===== src/rtl/arthas_fifo_pkg.sv =====
// Shared types for the FIFO read-side blocks.
// Holds the reader FSM state enum and output buffer depth.
package arthas_fifo_pkg;

  typedef enum logic [1:0] {
    IDLE = 2'd0,
    RUN  = 2'd1,
    DONE = 2'd2
  } rd_state_t;

  localparam int OBUF_DEPTH = 2;

endpackage


===== src/rtl/stream_obuf.sv =====
// 2-entry output register buffer; entry 0 is always the head.
// Ports: clk, rst (sync, active-low), i_push/i_data, i_pop,
//        o_valid, o_data (head), o_full.
module stream_obuf
  import arthas_fifo_pkg::*;
#(
  parameter int WIDTH = 16
) (
  input  logic             clk,
  input  logic             rst,
  input  logic             i_push,
  input  logic [WIDTH-1:0] i_data,
  input  logic             i_pop,
  output logic             o_valid,
  output logic [WIDTH-1:0] o_data,
  output logic             o_full
);

  logic [WIDTH-1:0] r_e0;
  logic [WIDTH-1:0] r_e1;
  logic [1:0]       r_cnt;

  assign o_valid = (r_cnt != 2'd0);
  assign o_full  = (r_cnt == 2'(OBUF_DEPTH));
  assign o_data  = r_e0;

  // i_pop is only raised while o_valid is high.
  always_ff @(posedge clk) begin
    if (!rst) begin
      r_e0  <= '0;
      r_e1  <= '0;
      r_cnt <= 2'd0;
    end else begin
      unique case ({i_push, i_pop})
        2'b10: begin
          if (r_cnt == 2'd0) r_e0 <= i_data;
          else               r_e1 <= i_data;
          r_cnt <= r_cnt + 2'd1;
        end
        2'b01: begin
          r_e0  <= r_e1;
          r_cnt <= r_cnt - 2'd1;
        end
        2'b11: begin
          // shift and refill; count unchanged
          if (r_cnt == 2'd2) begin
            r_e0 <= r_e1;
            r_e1 <= i_data;
          end else begin
            r_e0 <= i_data;
          end
        end
        default: ;
      endcase
    end
  end

endmodule


===== src/rtl/fifo_burst_reader.sv =====
// Drains a fixed-length burst from a show-ahead FIFO onto a
// valid/ready stream, flagging the final word with m_last.
// Ports: clk, rst (sync, active-low), start, burst_len, busy, done,
//        fifo_re/fifo_empty/fifo_data (FIFO side),
//        m_valid/m_ready/m_data/m_last (stream side).
module fifo_burst_reader
  import arthas_fifo_pkg::*;
#(
  parameter int WIDTH = 16,
  parameter int LEN_W = 16
) (
  input  logic             clk,
  input  logic             rst,
  input  logic             start,
  input  logic [LEN_W-1:0] burst_len,
  output logic             busy,
  output logic             done,
  output logic             fifo_re,
  input  logic             fifo_empty,
  input  logic [WIDTH-1:0] fifo_data,
  output logic             m_valid,
  input  logic             m_ready,
  output logic [WIDTH-1:0] m_data,
  output logic             m_last
);

  rd_state_t        r_state;
  logic [LEN_W-1:0] r_pop_rem;
  logic [LEN_W-1:0] r_out_rem;
  logic             r_busy;
  logic             r_done;

  logic w_full;
  logic w_valid;
  logic w_hs;
  logic w_re;

  // A full buffer may still accept a pop when the head leaves now.
  assign w_re = (r_state == RUN) & (r_pop_rem != '0) &
                ~fifo_empty & (~w_full | m_ready);
  assign w_hs = w_valid & m_ready;

  assign fifo_re = w_re;
  assign m_valid = w_valid;
  assign m_last  = w_valid & (r_out_rem == LEN_W'(1));
  assign busy    = r_busy;
  assign done    = r_done;

  stream_obuf #(
    .WIDTH (WIDTH)
  ) u_obuf (
    .clk     (clk),
    .rst     (rst),
    .i_push  (w_re),
    .i_data  (fifo_data),
    .i_pop   (w_hs),
    .o_valid (w_valid),
    .o_data  (m_data),
    .o_full  (w_full)
  );

  always_ff @(posedge clk) begin
    if (!rst) begin
      r_state   <= IDLE;
      r_pop_rem <= '0;
      r_out_rem <= '0;
      r_busy    <= 1'b0;
      r_done    <= 1'b0;
    end else begin
      r_done <= 1'b0;
      unique case (r_state)
        IDLE: begin
          if (start) begin
            if (burst_len != '0) begin
              r_pop_rem <= burst_len;
              r_out_rem <= burst_len;
              r_busy    <= 1'b1;
              r_state   <= RUN;
            end else begin
              r_done  <= 1'b1;
              r_state <= DONE;
            end
          end
        end
        RUN: begin
          if (w_re) r_pop_rem <= r_pop_rem - LEN_W'(1);
          if (w_hs) begin
            r_out_rem <= r_out_rem - LEN_W'(1);
            if (r_out_rem == LEN_W'(1)) begin
              r_busy  <= 1'b0;
              r_done  <= 1'b1;
              r_state <= DONE;
            end
          end
        end
        DONE: r_state <= IDLE;
        default: r_state <= IDLE;
      endcase
    end
  end

endmodule


===== config.mk =====
export PLATFORM = sky130hd
export DESIGN_NAME = fifo_burst_reader
export DESIGN_NICKNAME = d
export VERILOG_FILES = /design/src/rtl/arthas_fifo_pkg.sv /design/src/rtl/stream_obuf.sv /design/src/rtl/fifo_burst_reader.sv
export SDC_FILE = /design/constraint.sdc
export NUM_CORES = 1
export LEC_CHECK = 0
export ABC_AREA = 1
export CORE_MARGIN = 5
export CORE_UTILIZATION = 45
export DETAILED_ROUTE_END_ITERATION = 7
export HOLD_SLACK_MARGIN = 0.1
export PLACE_DENSITY = 0.67
export SLEW_MARGIN = 20
export SYNTH_ARGS = -nofsm -noshare
export SYNTH_HDL_FRONTEND = slang
export SYNTH_SLANG_ARGS = --single-unit

===== constraint.sdc =====
create_clock -name clk -period 2.6 [get_ports clk]
set_clock_uncertainty 0.2 [all_clocks]
set_input_delay 0.52 -clock clk [delete_from_list [all_inputs] [get_ports clk]]
set_output_delay 0.52 -clock clk [all_outputs]
set_load 0.03 [all_outputs]

==> impl_metrics.env <==
export IMPL_status="finished, final reports clean"
export IMPL_period_minus_slack_ns=2.489
export IMPL_cts_hold_buf=0
export IMPL_setup_tns_final_ns=0
export IMPL_synth_seq_area_share_pct=32.10
export IMPL_cts_sinks=70
export IMPL_vias=4399
export IMPL_place_inst=884
export IMPL_worst_r2r_path_depth=13
export IMPL_path_max_fanout=4
export IMPL_yosys_warnings=0
export IMPL_min_path_type="reg -> reg"
export IMPL_drt_total_wl_mm=11.46
export IMPL_dp_hpwl_mm=8.456
export IMPL_die_y_um=108.5
export IMPL_drtIter0Drc=204
export IMPL_diodes=0
export IMPL_timing_critical_path_to_type="primary output"
export IMPL_holdPathEnd="u_obuf.r_e1[2]$_SDFFE_PN0P_"
export IMPL_ys_types=33
export IMPL_crit_arrival_ns=1.77
export IMPL_synth_top_area_share_pct=32.10
export IMPL_tritoncts="yes"
export IMPL_power_mw=4.480
export IMPL_dieArea_um2=11770
export IMPL_r2r_end="u_obuf.r_e1[10]$_SDFFE_PN0P_"
export IMPL_grt_start_max_net_pins=33
export IMPL_grt_pass1_wl_mm=19.30
export IMPL_cp_slowest_cell="dlygate4sd2_1"
export IMPL_detail_route_wl_per_cell_um=12.69
export IMPL_synth_seq_cells=70
export IMPL_path_cells="nor2_1, nand3_1, nor4_1, dlygate4sd2_1"
export IMPL_crit_reg2reg_launch="r_pop_rem[0]$_SDFFE_PN0P_"
export IMPL_path_clk_slew_ns=0.09
export IMPL_firstDrtPassIters=5
export IMPL_cp_data_required_time_ns=1.88
export IMPL_worstSkewPairLatency_ns=0.35
export IMPL_final_common_cell="nand2_1"
export IMPL_area_growth_pct=22.47
export IMPL_cts_made_buffers=9
export IMPL_path_class="reg -> out"
export IMPL_postSynthCellCount=702
export IMPL_drc=0
export IMPL_io_buffers=57
export IMPL_layout_common_cells="nand2_1 (168), nor2_1 (134), inv_1 (82), dfxtp_1 (70), clkdlybuf4s50_1 (54)"
export IMPL_grt_usage_pct=20.32
export IMPL_start_kind="register"
export IMPL_grt_overflow=0
export IMPL_netlist_area_um2=4365
export IMPL_cts_root_buf="clkbuf_8"
export IMPL_synth_top_area_cell="dfxtp_1"
export IMPL_min_period_over_period_pct=95.72
export IMPL_rows=36
export IMPL_max_cap_violations=0
export IMPL_viasPerCell=4.872
export IMPL_rsz0062_at_grt="false"
export IMPL_design_area_um2=5346
export IMPL_finalWorstSetupSlack_ns=0.1112
export IMPL_final_cells=903
export IMPL_worst_pin_slew_ns=0.5862
export IMPL_start_util_pct=45.50
export IMPL_syn_nets=745
export IMPL_setup_violations=0
export IMPL_drv_slew=0
export IMPL_relSlewSlack_pct=60.87
export IMPL_coreArea_um2=9594
export IMPL_ios=58
export IMPL_synthTopCellsByArea="dfxtp_1 (32%), nand2_1 (14%), nor2_1 (12%)"
export IMPL_die_w_um=108.5
export IMPL_place_congestion=0.8798
export IMPL_holdCritStartpoint="u_obuf.r_e1[2]$_SDFFE_PN0P_"
export IMPL_final_hold_violation_count=0
export IMPL_clk_path_buf_depth=2
export IMPL_peakVddDrop_mv=0.3992
export IMPL_whs_path_depth=2
export IMPL_layout_drive_gt1_share_pct=9.481
export IMPL_p_leak_nw=2.518
export IMPL_place_worst_setup_slack_ns=-0.06147
export IMPL_final_core_util_pct=55.73
export IMPL_syn_mean_instance_area_um2=6.219
export IMPL_timing_fmax_mhz=401.8
export IMPL_fin_hold_ws_ns=0.2501
export IMPL_p_per_area_nw_per_um2=837.9
export IMPL_cts_htree_levels=3
export IMPL_grt_pass1_vias=4192
export IMPL_postPlaceCellArea_um2=5112
export IMPL_antenna_found_initial=0
export IMPL_reg2reg_setup_slack_ns=0.24
export IMPL_nets=808
export IMPL_cp_slowest_stage_delay_ns=0.44
export IMPL_ant_nets=0
-- where the power goes --
part / switching [mW] / leakage, nW / internal [mW]
logic: 1.31 / 1.84 / 0.805
clock network: 0.451 / 0.103 / 0.476
registers: 0.155 / 0.576 / 1.29
-- sequential cells by signal, summed over array words and instances (netlist names) --
register	flops
busy	1
done	1
r_out_rem	16
r_pop_rem	16
r_state	2
u_obuf.o_data	16
u_obuf.r_cnt	2
u_obuf.r_e1	16
-- worst max-delay path by stage --
stage                         startpoint                             to  slack [ns]
2_1_floorplan  r_pop_rem[0]$_SDFFE_PN0P_   u_obuf.r_e1[10]$_SDFFE_PN0P_        0.11
3_3_place_gp                     m_ready  u_obuf.o_data[9]$_SDFFE_PN0P_        0.02
3_5_place_dp                     m_ready  u_obuf.o_data[1]$_SDFFE_PN0P_       -0.06
4_1_cts        r_pop_rem[0]$_SDFFE_PN0P_                        fifo_re        0.02
5_1_grt        r_pop_rem[0]$_SDFFE_PN0P_                        fifo_re       0.004
6_report       r_out_rem[5]$_SDFFE_PN0P_                         m_last        0.11
-- per-layer routing --
layer | GRT usage, % | part of all wire (%) | up-vias
li1 | - | - | 2320
met1 | 26.31 | 46 | 1961
met2 | 34.64 | 47 | 107
met3 | 4.716 | 5.6 | 11
met4 | 3.968 | 0.92 | 0
met5 | 0 | 0 | -
-- layout make-up --
type,instances,area (µm²)
flip-flops and latches,70,1401
well taps,133,166.4
fillers,1006,4248
inverters,89,339.1
repair buffers,83,794.5
clock inverters,6,68.82
clock buffers,10,137.6
multi-input cells,512,2439
-- Yosys cell counts, drive strengths merged --
cell / instances
a21boi: 1
a21oi: 44
and3: 1
buf: 21
clkbuf: 10
clkinv: 1
dfxtp: 70
ha: 6
inv: 88
nand2: 177
nand3: 53
nand3b: 18
nand4: 5
nor2: 139
nor3: 4
nor4: 1
o2111a: 2
o21ai: 51
o21bai: 1
xor2: 9
-- cells by family after synthesis --
family          after synthesis  synth area share, %
fa+ha+maj                     6                1.720
compound gates               99                12.01
buf+inv                     120                12.18
xor+xnor                      9                1.806
simple gates                398                40.18
flops                        70                32.10
-- timing repair --
item	in CTS	in global routing
pin swaps	0	1
setup endpoints to repair	1	19
buffers inserted	0	3
resized for setup	1	4
-- worst max-delay path: cells and delay by family (launching register included) --
kind                   cells  cell delay (ns)
buffers and inverters      1             0.44
flip-flops                 1             0.36
AND/OR/NAND/NOR            3             0.62
Power figures use the tool's default switching activity.
